--- config.mk ---
export PLATFORM = sky130hd
export DESIGN_NAME = cla_issue_ctrl
export DESIGN_NICKNAME = d
export VERILOG_FILES = /design/src/rtl/cla_pkg.sv /design/src/rtl/cla_result_fifo.sv /design/src/rtl/cla_issue_ctrl.sv
export SDC_FILE = /design/constraint.sdc
export NUM_CORES = 1
export LEC_CHECK = 0
export CAP_MARGIN = 20
export CORE_MARGIN = 3
export CORE_UTILIZATION = 55
export DETAILED_ROUTE_END_ITERATION = 12
export PLACE_DENSITY_LB_ADDON = 0.3
export RECOVER_POWER = 50
export SLEW_MARGIN = 0
export SYNTH_ARGS = -nofsm -noshare
export SYNTH_HDL_FRONTEND = slang
export SYNTH_SLANG_ARGS = --single-unit
--- constraint.sdc ---
create_clock -name clk -period 5.8 [get_ports clk]
set_clock_uncertainty 0.05 [all_clocks]
set_input_delay 1.16 -clock clk [delete_from_list [all_inputs] [get_ports clk]]
set_output_delay 1.16 -clock clk [all_outputs]
set_load 0.03 [all_outputs]
--- src/rtl/cla_pkg.sv ---
// cla_pkg
// Shared definitions for the carry-look-ahead adder wrapper slice.
//   CLA_WIDTH       operand / sum width of the adder
//   CLA_LATENCY     register stages inside the pipelined adder
//   CLA_FIFO_DEPTH  default depth of the result FIFO
//   CLA_CNT_W       width of a counter that spans 0..CLA_FIFO_DEPTH
//   cla_res_t       one adder result as {cout, sum}
package cla_pkg;

  localparam int CLA_WIDTH      = 16;
  localparam int CLA_LATENCY    = 5;
  localparam int CLA_FIFO_DEPTH = 8;
  localparam int CLA_CNT_W      = $clog2(CLA_FIFO_DEPTH + 1);

  typedef struct packed {
    logic                 cout;
    logic [CLA_WIDTH-1:0] sum;
  } cla_res_t;

endpackage

--- src/rtl/cla_result_fifo.sv ---
// cla_result_fifo
// Show-ahead synchronous FIFO that buffers adder results.
// Ports:
//   clk, reset   clock and synchronous active-high reset
//   push         write push_data at the next edge
//   push_data    entry to store
//   pop          consume the head entry at the next edge (ignored when empty)
//   head_data    head entry; holds the last popped entry while empty (0 after reset)
//   occupancy    number of stored entries, 0..DEPTH
module cla_result_fifo #(
  parameter int W     = 17,
  parameter int DEPTH = 8
) (
  input  logic                         clk,
  input  logic                         reset,
  input  logic                         push,
  input  logic [W-1:0]                 push_data,
  input  logic                         pop,
  output logic [W-1:0]                 head_data,
  output logic [$clog2(DEPTH+1)-1:0]   occupancy
);

  localparam int OCC_W = $clog2(DEPTH + 1);
  localparam int PTR_W = (DEPTH > 1) ? $clog2(DEPTH) : 1;

  logic [W-1:0]     mem [DEPTH];
  logic [PTR_W-1:0] wr_ptr;
  logic [PTR_W-1:0] rd_ptr;
  logic [OCC_W-1:0] occ;
  logic [W-1:0]     last_data;
  logic             do_pop;

  // Pointers wrap explicitly so non-power-of-two depths work too.
  function automatic logic [PTR_W-1:0] next_ptr(input logic [PTR_W-1:0] p);
    return (p == PTR_W'(DEPTH - 1)) ? '0 : p + 1'b1;
  endfunction

  assign do_pop = pop && (occ != '0);

  // Storage array carries no reset; stale entries are never visible because
  // the empty case is served from last_data.
  always_ff @(posedge clk) begin
    if (push) begin
      mem[wr_ptr] <= push_data;
    end
  end

  // Pointer/occupancy bookkeeping; last_data remembers the most recently
  // popped entry so the output holds steady while the FIFO is empty.
  always_ff @(posedge clk) begin
    if (reset) begin
      wr_ptr    <= '0;
      rd_ptr    <= '0;
      occ       <= '0;
      last_data <= '0;
    end else begin
      if (push) begin
        wr_ptr <= next_ptr(wr_ptr);
      end
      if (do_pop) begin
        rd_ptr    <= next_ptr(rd_ptr);
        last_data <= mem[rd_ptr];
      end
      occ <= occ + OCC_W'(push) - OCC_W'(do_pop);
    end
  end

  // A push is never bypassed to the output: it shows up the cycle after.
  assign head_data = (occ == '0) ? last_data : mem[rd_ptr];
  assign occupancy = occ;

  // Overflow is impossible while the upstream credit scheme is intact.
  always_ff @(posedge clk) begin
    if (!reset) begin
      assert (!(push && !do_pop && (occ == OCC_W'(DEPTH))));
    end
  end

endmodule

--- src/rtl/cla_issue_ctrl.sv ---
// cla_issue_ctrl
// Flow-control wrapper around a fixed-latency, non-stallable pipelined CLA
// adder. Operands are accepted on a valid/ready interface and forwarded to the
// adder; a valid shift register follows each operation through the adder and
// its result is captured in a show-ahead FIFO drained on a valid/ready output.
// A credit counter (in-flight ops + FIFO occupancy) keeps the adder from ever
// overrunning the FIFO.
// Ports:
//   clk, reset            clock, synchronous active-high reset
//   in_valid/in_ready     operand handshake, in_a/in_b operands
//   add_a/add_b           operands towards the adder (0 when not issuing)
//   add_res               adder result {carry, sum}
//   out_valid/out_ready   result handshake, out_sum/out_cout result
//   stat_ops/stat_stall   accepted-op and stall-cycle counters
// Build option:
//   CLA_ISSUE_STATS_EN    when defined, stat_ops/stat_stall are live 32-bit
//                         wrapping counters; otherwise both are tied to 0.
module cla_issue_ctrl
  import cla_pkg::*;
#(
  parameter int WIDTH      = CLA_WIDTH,
  parameter int LATENCY    = CLA_LATENCY,
  parameter int FIFO_DEPTH = CLA_FIFO_DEPTH
) (
  input  logic             clk,
  input  logic             reset,
  input  logic             in_valid,
  output logic             in_ready,
  input  logic [WIDTH-1:0] in_a,
  input  logic [WIDTH-1:0] in_b,
  output logic [WIDTH-1:0] add_a,
  output logic [WIDTH-1:0] add_b,
  input  logic [WIDTH:0]   add_res,
  output logic             out_valid,
  input  logic             out_ready,
  output logic [WIDTH-1:0] out_sum,
  output logic             out_cout,
  output logic [31:0]      stat_ops,
  output logic [31:0]      stat_stall
);

  localparam int CNT_W = (FIFO_DEPTH == CLA_FIFO_DEPTH) ? CLA_CNT_W
                                                        : $clog2(FIFO_DEPTH + 1);

  logic               fire;
  logic               pop;
  logic [LATENCY-1:0] vld_sr;
  logic [CNT_W-1:0]   credit_cnt;
  logic [WIDTH:0]     head_data;
  logic [CNT_W-1:0]   fifo_occ;

  // Readiness depends on registered credit only, so a pop at full credit
  // frees the slot one cycle later rather than through a combinational path.
  assign in_ready = !reset && (credit_cnt < CNT_W'(FIFO_DEPTH));
  assign fire     = in_valid && in_ready;
  assign pop      = out_valid && out_ready;

  // Adder inputs are zeroed when nothing issues to keep them deterministic.
  assign add_a = fire ? in_a : '0;
  assign add_b = fire ? in_b : '0;

  // The top bit marks the cycle in which add_res holds a tracked result.
  // Clearing on reset discards whatever the adder still has in flight.
  always_ff @(posedge clk) begin
    if (reset) begin
      vld_sr <= '0;
    end else begin
      vld_sr <= {vld_sr[LATENCY-2:0], fire};
    end
  end

  // Credits are taken on issue and returned on pop; a push into the FIFO
  // just moves a credit from in-flight to occupancy.
  always_ff @(posedge clk) begin
    if (reset) begin
      credit_cnt <= '0;
    end else begin
      credit_cnt <= credit_cnt + CNT_W'(fire) - CNT_W'(pop);
    end
  end

  always_ff @(posedge clk) begin
    if (!reset) begin
      assert (!(pop && !fire && (credit_cnt == '0)));
    end
  end

  cla_result_fifo #(
    .W     (WIDTH + 1),
    .DEPTH (FIFO_DEPTH)
  ) u_result_fifo (
    .clk       (clk),
    .reset     (reset),
    .push      (vld_sr[LATENCY-1]),
    .push_data (add_res),
    .pop       (pop),
    .head_data (head_data),
    .occupancy (fifo_occ)
  );

  assign out_valid = (fifo_occ != '0);
  assign out_cout  = head_data[WIDTH];
  assign out_sum   = head_data[WIDTH-1:0];

`ifdef CLA_ISSUE_STATS_EN
  logic [31:0] ops_cnt;
  logic [31:0] stall_cnt;

  // Free-running wrap-around statistics, cleared by reset.
  always_ff @(posedge clk) begin
    if (reset) begin
      ops_cnt   <= '0;
      stall_cnt <= '0;
    end else begin
      if (fire) begin
        ops_cnt <= ops_cnt + 32'd1;
      end
      if (in_valid && !in_ready) begin
        stall_cnt <= stall_cnt + 32'd1;
      end
    end
  end

  assign stat_ops   = ops_cnt;
  assign stat_stall = stall_cnt;
`else
  assign stat_ops   = '0;
  assign stat_stall = '0;
`endif

endmodule

== After elaboration in Yosys (flattened, before gate mapping) ==
Memory sizes are Yosys's and may differ from the RTL's. A register that Yosys moved wholly into a read port is not among the register bits.
Cells that the tools add are included.
Widths: inputs -> output; s select.
Operators by class
  multipliers: 0
  $add $sub $neg: 6
  muxes and demuxes: 9
  magnitude comparators: 1
  bitwise operators: 0
  divide/modulo/power cells: 0
  reductions and logical operators: 7
  shifts and indexed selects: 0
  equal/unequal tests: 2
Operators by type and width (number)
  $mux 16: 2
  $mux 17: 1
  $mux 3: 4
  $add 4x1->4: 2
  $sub 4x1->4: 2
  $add 3x1->3 const B: 2
  $eq 3x3->1 const B: 2
  $logic_and 1x1->1: 4
  $logic_not 4->1: 1
  $lt 4x4->1 const B: 1
  $reduce_bool 4->1: 1
  $mux 1: 2
  $logic_not 1->1: 1
Word-level totals
  memories: 1
  latch bits: 0
  memory bits (read-only): 0
  register bits after elaboration: 36
  RAM bits: 136
Memory list
  u_result_fifo.mem: words 8, width 17, rd ports 1, clocked after memory_dff 1, write ports 1, RTL line cla_result_fifo.sv:26  | logic [W-1:0] mem [DEPTH];

== Longest topological paths before layout ==
Gate-level depths: netlist (run 1).
  word-level depth: 5
  mapped depth: 16

== By module ==
A second synthesis (run 1) with hierarchy kept.
Second synthesis, totals
  cell total of the unflattened synthesis: 566
  area, all modules: 7803.7 um2
By module, submodules not included
  cla_result_fifo: times used 1, sequential area each 4684.5 um2, area each 6692.7 um2, cells each 424
  cla_issue_ctrl: times used 1, sequential area each 180.2 um2, area each 1111.1 um2, cells each 142

== Least setup slack after synthesis (run 1) ==
Ideal clock, no wire load.
  kind: input to output
  start: input port reset
  end: output port add_b[10]
  data required time: 4.590 ns
  setup slack: 2.332 ns
  arrival time: 2.258 ns
  stages on the path: 3
  path through: nor2_1 > clkbuf_1 > and3_1
On the way
  cells in the longest elaborated chain, start to end: 4
RTL lines
  start, declared: RTL line cla_issue_ctrl.sv:26  | input logic reset,
  $logic_not 1->1
  $logic_and 1x1->1: RTL line cla_issue_ctrl.sv:54  | assign in_ready = !reset && (credit_cnt < CNT_W'(FIFO_DEPTH));
  net in_ready: RTL line cla_issue_ctrl.sv:28  | output logic in_ready,
  $logic_and 1x1->1: RTL line cla_issue_ctrl.sv:55  | assign fire = in_valid && in_ready;
  $mux 16: RTL line cla_issue_ctrl.sv:60  | assign add_b = fire ? in_b : '0;
  end, declared: RTL line cla_issue_ctrl.sv:32  | output logic [WIDTH-1:0] add_b,
The timed path passes the listed nets, and every way through them passes these cells.

== Final worst setup path (run 1) ==
  start: input port in_valid
  end: output port add_a[0]
On the way
  cells in the longest elaborated chain, start to end: 2
RTL lines
  start, declared: RTL line cla_issue_ctrl.sv:27  | input logic in_valid,
  $logic_and 1x1->1: RTL line cla_issue_ctrl.sv:55
  $mux 16: RTL line cla_issue_ctrl.sv:59  | assign add_a = fire ? in_a : '0;
  end, declared: RTL line cla_issue_ctrl.sv:31  | output logic [WIDTH-1:0] add_a,
No other way between the ends.

==> results of run 1 <==
## worst paths after layout
path                                         start                        to  slack (ns)  cells after the start
max                                       in_valid                  add_a[0]        1.42                      3
min                           vld_sr[2]$_SDFF_PP0_      vld_sr[3]$_SDFF_PP0_        0.39                      1
max reg2reg  u_result_fifo.occupancy[2]$_SDFF_PP0_  credit_cnt[1]$_SDFF_PP0_        2.61                     12
min reg2reg                   vld_sr[2]$_SDFF_PP0_      vld_sr[3]$_SDFF_PP0_        0.39                      1
## layer usage
metal,part of all wire,up-vias
li1,-,2160
met1,0.38,2197
met2,0.54,132
met3,0.055,24
met4,0.026,0
met5,0,-
## through the flow
step | worst slack, ns | hold slack, ns
6_report | 1.42 | 0.390
4_1_cts | 1.48 | 0.392
5_1_grt | 1.29 | 0.409
2_1_floorplan | 2.33 | 0.364
3_3_place_gp | 1.56 | 0.366
3_5_place_dp | 1.47 | 0.379
## cells by family (layout without fill, tap and decap cells)
| logic type | Yosys count | after routing | share of synthesized area |
|---|---|---|---|
| XOR/XNOR | 5 | 5 | 0.00552 |
| AO/OA/AOI/OAI | 79 | 79 | 0.0985 |
| buffers and inverters | 108 | 159 | 0.0925 |
| other | 1 | 64 | 0.000473 |
| multiplexers | 71 | 71 | 0.0947 |
| AND/OR/NAND/NOR | 113 | 113 | 0.0707 |
| flip-flops | 175 | 175 | 0.614 |
| adder cells (fa/ha/maj) | 14 | 14 | 0.0240 |
## state kept, by name, summed over array words and instances (netlist names), named ones only
name                     count
u_result_fifo.mem          136
u_result_fifo.last_data     17
vld_sr                       5
credit_cnt                   4
u_result_fifo.occupancy      4
u_result_fifo.rd_ptr         3
u_result_fifo.wr_ptr         3
## worst register-to-register path: cells and delay by family (launching register included)
kind	cells	cell delay (ns)
DFF	1	0.31
and+or+nand+nor	3	0.54
adders and majority gates	4	1.16
buffers and inverters	5	1.01
## layout by cell type, fill, tap and decap left out, types with 15 or more instances in the layout
cell,count
and3_1,33
o221ai_2,15
nand2_1,25
a211oi_2,17
o21ai_1,18
edfxtp_1,136
mux2_2,30
conb_1,64
nor2_1,32
clkbuf_16,17
clkdlybuf4s50_1,94
dfxtp_1,38
mux2i_1,39
## final cells by class
type,count,area [µm²],share of cell area
flip-flops and latches,175,4870,0.517
multi-input cells,346,2580,0.274
repair buffers,116,1120,0.120
clock buffers,18,429,0.0456
well taps,180,225,0.0239
clock inverters,14,141,0.0150
inverters,11,41.3,0.00439
## power by group through the flow
| stage | Combinational [µW] | Sequential, µW | Clock, µW |
|---|---|---|---|
| global route | 1430 | 1540 | 1160 |
| detailed placement | 1280 | 1550 | 0 |
| CTS | 1300 | 1530 | 1110 |
| floorplan | 1040 | 1480 | 0 |
| finish | 1320 | 1520 | 1100 |
| global placement | 1240 | 1550 | 0 |
==> flow_metrics.py, run 1 <==
metrics = {
    "power": {
        "p_per_area_nw_per_um2": 419,
        "intPower_uw": 2630,
        "power_uw": 3940,
        "power.switching_uw": 1310,
        "swShare": 0.333,
        "p_clk_frac": 0.278,
        "power.share.sequential": 0.387,
        "vdd_drop_max_mv": 0.245,
        "p_leak_uw": 0.00333,
        "pwr-share-comb": 0.335,
    },
    "timing": {
        "setup_viol": 0,
        "hold_violations": 0,
        "final.setup.tns_ns": 0,
        "grt_setup_unrepaired": "no",
        "slew_headroom": 0.134,
        "fmax_mhz": 228,
        "min_period_ns": 4.38,
        "fin_crit_sh": 0.755,
        "worst_pin_slew_ns": 1.30,
        "slew_violations": 0,
    },
    "logic_synthesis": {
        "synth_top_area_share": 0.515,
        "yosys.cell_count.top_type": "edfxtp_1",
        "syn_area_per_cell_um2": 14.0,
        "synth_flop_cell": "edfxtp_1",
        "syn_inst": 566,
        "synth-edff-count": 136,
        "synth_warnings": 0,
        "netlist_area_um2": 7930,
        "synth-seq-area-share": 0.614,
        "yosys.cell_types.count": 41,
        "synth_top_cells_by_count": "edfxtp_1 (136), buf_4 (71), dfxtp_1 (39), mux2i_1 (39), and3_1 (33)",
        "ys_async_sr_fraction": 0,
        "yosysTopAreaCell": "edfxtp_1",
        "synth_area_leaders": "edfxtp_1 (52%), dfxtp_1 (9.8%), buf_4 (6.7%)",
        "synth_seq_cells": 175,
    },
    "cts": {
        "numCtsBuffers": 17,
        "cts_resized": 0,
        "clk_path_buf_depth": 2,
        "htreeDepth": 4,
        "clk_pin_slew_ns": 0.06,
        "cts_setup_buffers": 0,
        "holdBufCountCts": 0,
        "cts_sinks": 175,
        "cts_tree": "yes",
        "cts_root_buf": "clkbuf_16",
        "clock_latency_ns": 0.43,
    },
    "worst_setup_path": {
        "worst-path-buf-inv": 2,
        "cp_max_fo": 34,
        "crit_slowest_cell": "clkdlybuf4s50_1",
        "cp.arrival_ns": 3.17,
        "crit_chain": "clkdlybuf4s50_1 > and3_1 > clkdlybuf4s50_1",
        "worst_setup_path_end_kind": "primary output",
        "crit_top_cell": "clkdlybuf4s50_1",
        "cpLargestDelayFamily": "buffers and inverters",
        "worstPathRequired_ns": 4.59,
        "cp-start-kind": "input port",
        "worst_path_largest_cell_delay_ns": 1.01,
        "critPathKind": "input port to primary output",
    },
    "floorplan": {
        "io_pins": 168,
        "fp-row-count": 43,
        "start_util": 0.567,
        "die_w_um": 126,
        "die_h_um": 126,
        "core_area_um2": 14000,
        "die-area_um2": 15900,
    },
    "detailed_routing": {
        "routedWlPerCell_um": 18.2,
        "avgViaCountPerCell": 5.25,
        "drc": 0,
        "wl_um": 15700,
        "drt_pass1_iterations": 4,
        "drt_iter0_drc": 333,
        "via_count": 4513,
        "ant_nets": 0,
    },
    "grt": {
        "grt_start_max_net_pins": 69,
        "grt-ovfl-total": 0,
        "grt_util_met1": 0.236,
        "grt_use_met2": 0.343,
        "grt_pass1_wl_um": 23900,
        "grt_use_met3": 0.0377,
        "busiest_layer": "met2",
        "antenna_found_initial": 0,
        "track_usage": 0.196,
        "grt_pass1_vias": 4483,
    },
    "placement": {
        "hpwl_um": 9860,
        "io_buffers": 103,
        "routabilityCongestion": 0.741,
        "placed_cell_area_um2": 8820,
        "place_inst": 825,
    },
    "run": {
        "drv_cap": 0,
    },
    "worst_hold_path": {
        "hold_class": "flop to flop",
    },
    "final_layout": {
        "fillCellCount": 959,
        "area.growth.synth_to_final_pct": 18.7,
        "fin_area_um2": 9410,
        "antenna_cells": 0,
        "final_cells": 860,
        "final_util": 0.673,
        "nNetsFinal": 734,
        "drive_gt1_frac": 0.174,
    },
    "status": {
        "status": "finished, final reports clean",
    },
}
Power figures use the tool's default switching activity.
==> run 2, diff against run 1 <==
CORE_UTILIZATION = 46   (was 55)
clock period = 3.89 ns   (was 5.8 ns; I/O delays follow)
==> run 2 against run 1 <==
- the run now ends with capacitance limit, slew limit left
- core utilization down 10 points
- global-route usage decreased by 2.5 points
- worst setup slack lost 1.1 ns
- cell count is 5.2% higher
- wire length rose by 0.65%
- via count up 1.6%
- sequential power grew 46%
- largest power group unchanged
==> flow_metrics.py, run 2 (same netlist as run 1, synthesis figures left out) <==
metrics = {
    "grt": {
        "grt-ovfl-total": 0,
        "grt_pass1_vias": 4608,
        "antenna_found_initial": 0,
        "grt_pass1_wl_um": 24500,
        "grt_start_max_net_pins": 39,
        "track_usage": 0.171,
    },
    "detailed_routing": {
        "drt_pass1_iterations": 4,
        "via_count": 4584,
        "drt_iter0_drc": 277,
        "ant_nets": 0,
        "avgViaCountPerCell": 5.07,
        "drc": 0,
        "routedWlPerCell_um": 17.4,
        "wl_um": 15800,
    },
    "cts": {
        "cts_sinks": 175,
        "numCtsBuffers": 17,
        "htreeDepth": 4,
        "cts_resized": 0,
        "cts_root_buf": "clkbuf_16",
        "cts_setup_buffers": 0,
        "clk_path_buf_depth": 2,
        "cts_tree": "yes",
        "holdBufCountCts": 0,
        "clock_latency_ns": 0.42,
        "clk_pin_slew_ns": 0.06,
    },
    "final_layout": {
        "largest_reg_flops": 136,
        "layout_commonest_cell": "edfxtp_1",
        "top_register": "u_result_fifo.mem",
        "final_util": 0.570,
        "fin_area_um2": 9530,
        "area.growth.synth_to_final_pct": 20.2,
        "reg_top3": "u_result_fifo.mem (136), u_result_fifo.last_data (17), vld_sr (5)",
        "final_cell_mix": "edfxtp_1 (136), conb_1 (64), clkdlybuf4s50_1 (51)",
        "drive_gt1_frac": 0.234,
        "nNetsFinal": 739,
        "antenna_cells": 0,
    },
    "worst_setup_path": {
        "r2r-start": "u_result_fifo.occupancy[2]$_SDFF_PP0_",
        "worst_setup_path_end_kind": "primary output",
        "cp.arrival_ns": 2.73,
        "reg2reg_slack_ns": 1.28,
        "critPathKind": "flop to primary output",
        "cp_max_fo": 25,
        "critical_path.endpoint": "out_sum[4]",
        "crit_chain": "buf_4 > mux2i_1 > a22oi_1 > o221ai_2 > o21ai_1 > clkdlybuf4s50_1",
        "crit_slowest_cell": "clkdlybuf4s50_1",
        "worst_path_largest_cell_delay_ns": 0.68,
        "rr_worst_depth": 11,
        "cp-start-kind": "flop",
        "worstPathRequired_ns": 3.06,
        "crit-reg2reg-capture": "credit_cnt[1]$_SDFF_PP0_",
    },
    "timing": {
        "setup_viol": 0,
        "hold_violations": 0,
        "fmax_mhz": 281,
        "min_period_ns": 3.56,
        "fin_crit_sh": 0.914,
        "worst_pin_slew_ns": 2.24,
        "grt_setup_unrepaired": "no",
        "slew_violations": 57,
        "final.setup.tns_ns": 0,
        "slew_headroom": -0.492,
    },
    "run": {
        "drv_cap": 3,
    },
    "placement": {
        "placed_cell_area_um2": 8900,
        "routabilityCongestion": 0.761,
        "io_buffers": 103,
        "hpwl_um": 10700,
    },
    "power": {
        "p_per_area_nw_per_um2": 631,
        "power_uw": 6010,
        "vdd_drop_max_mv": 0.384,
        "p_leak_uw": 0.00349,
    },
    "status": {
        "violations": "capacitance limit, slew limit",
        "status": "finished with violations",
    },
    "floorplan": {
        "fp-row-count": 47,
        "die_h_um": 137,
        "start_util": 0.475,
        "io_pins": 168,
        "core_area_um2": 16700,
        "die-area_um2": 18800,
        "die_w_um": 137,
    },
    "worst_hold_path": {
        "hold_class": "flop to flop",
    },
}
## run 2: area by class of cell
| type | count | area (µm²) |
|---|---|---|
| fillers | 1312 | 7180 |
| flip-flops and latches | 175 | 4870 |
| multi-input cells | 346 | 2560 |
| repair buffers | 121 | 1130 |
| clock buffers | 19 | 453 |
| well taps | 220 | 275 |
| clock inverters | 13 | 191 |
| inverters | 11 | 41.3 |
## run 2: per-stage QoR
step           setup WS, ns  hold slack [ns]  instances
2_1_floorplan          1.19            0.364        629
3_3_place_gp          0.835            0.370        871
3_5_place_dp          0.756            0.382        872
4_1_cts               0.296            0.396        904
5_1_grt               0.165            0.415        905
6_report              0.333            0.393        905
## run 2: how the worst min path moves through the flow
stage / start / end / slack, ns / cells after the start
2_1_floorplan: vld_sr[0]$_SDFF_PP0_ / vld_sr[1]$_SDFF_PP0_ / 0.36 / 1
3_3_place_gp: vld_sr[0]$_SDFF_PP0_ / vld_sr[1]$_SDFF_PP0_ / 0.37 / 1
3_5_place_dp: vld_sr[1]$_SDFF_PP0_ / vld_sr[2]$_SDFF_PP0_ / 0.38 / 1
4_1_cts: vld_sr[1]$_SDFF_PP0_ / vld_sr[2]$_SDFF_PP0_ / 0.40 / 1
5_1_grt: vld_sr[1]$_SDFF_PP0_ / vld_sr[2]$_SDFF_PP0_ / 0.42 / 1
6_report: vld_sr[1]$_SDFF_PP0_ / vld_sr[2]$_SDFF_PP0_ / 0.39 / 1
## run 2: report_power, final
part           switching [µW]  internal, µW  total [µW]
Sequential               90.3          2130        2220
Clock                     658          1160        1820
Combinational            1150           821        1970
Total                    1900          4110        6010
## run 2: worst max-delay path: cells and delay by family, from the launching register on
kind	cells	cell delay, ns
mux	1	0.12
buf+inv	2	0.99
compound gates	3	0.56
flops	1	0.61
## run 2: metal layers
metal,global-route usage,vias to the layer above,share of wire
met5,0,-,0
li1,-,2178,-
met3,0.0497,7,0.060
met4,0.0405,0,0.0046
met1,0.212,2243,0.42
met2,0.296,156,0.52
==> run 3, diff against run 2 <==
HOLD_SLACK_MARGIN = 0.15   (was unset)
==> results of run 3 <==
Final layout, timing and power as in run 2 (identical DEF).
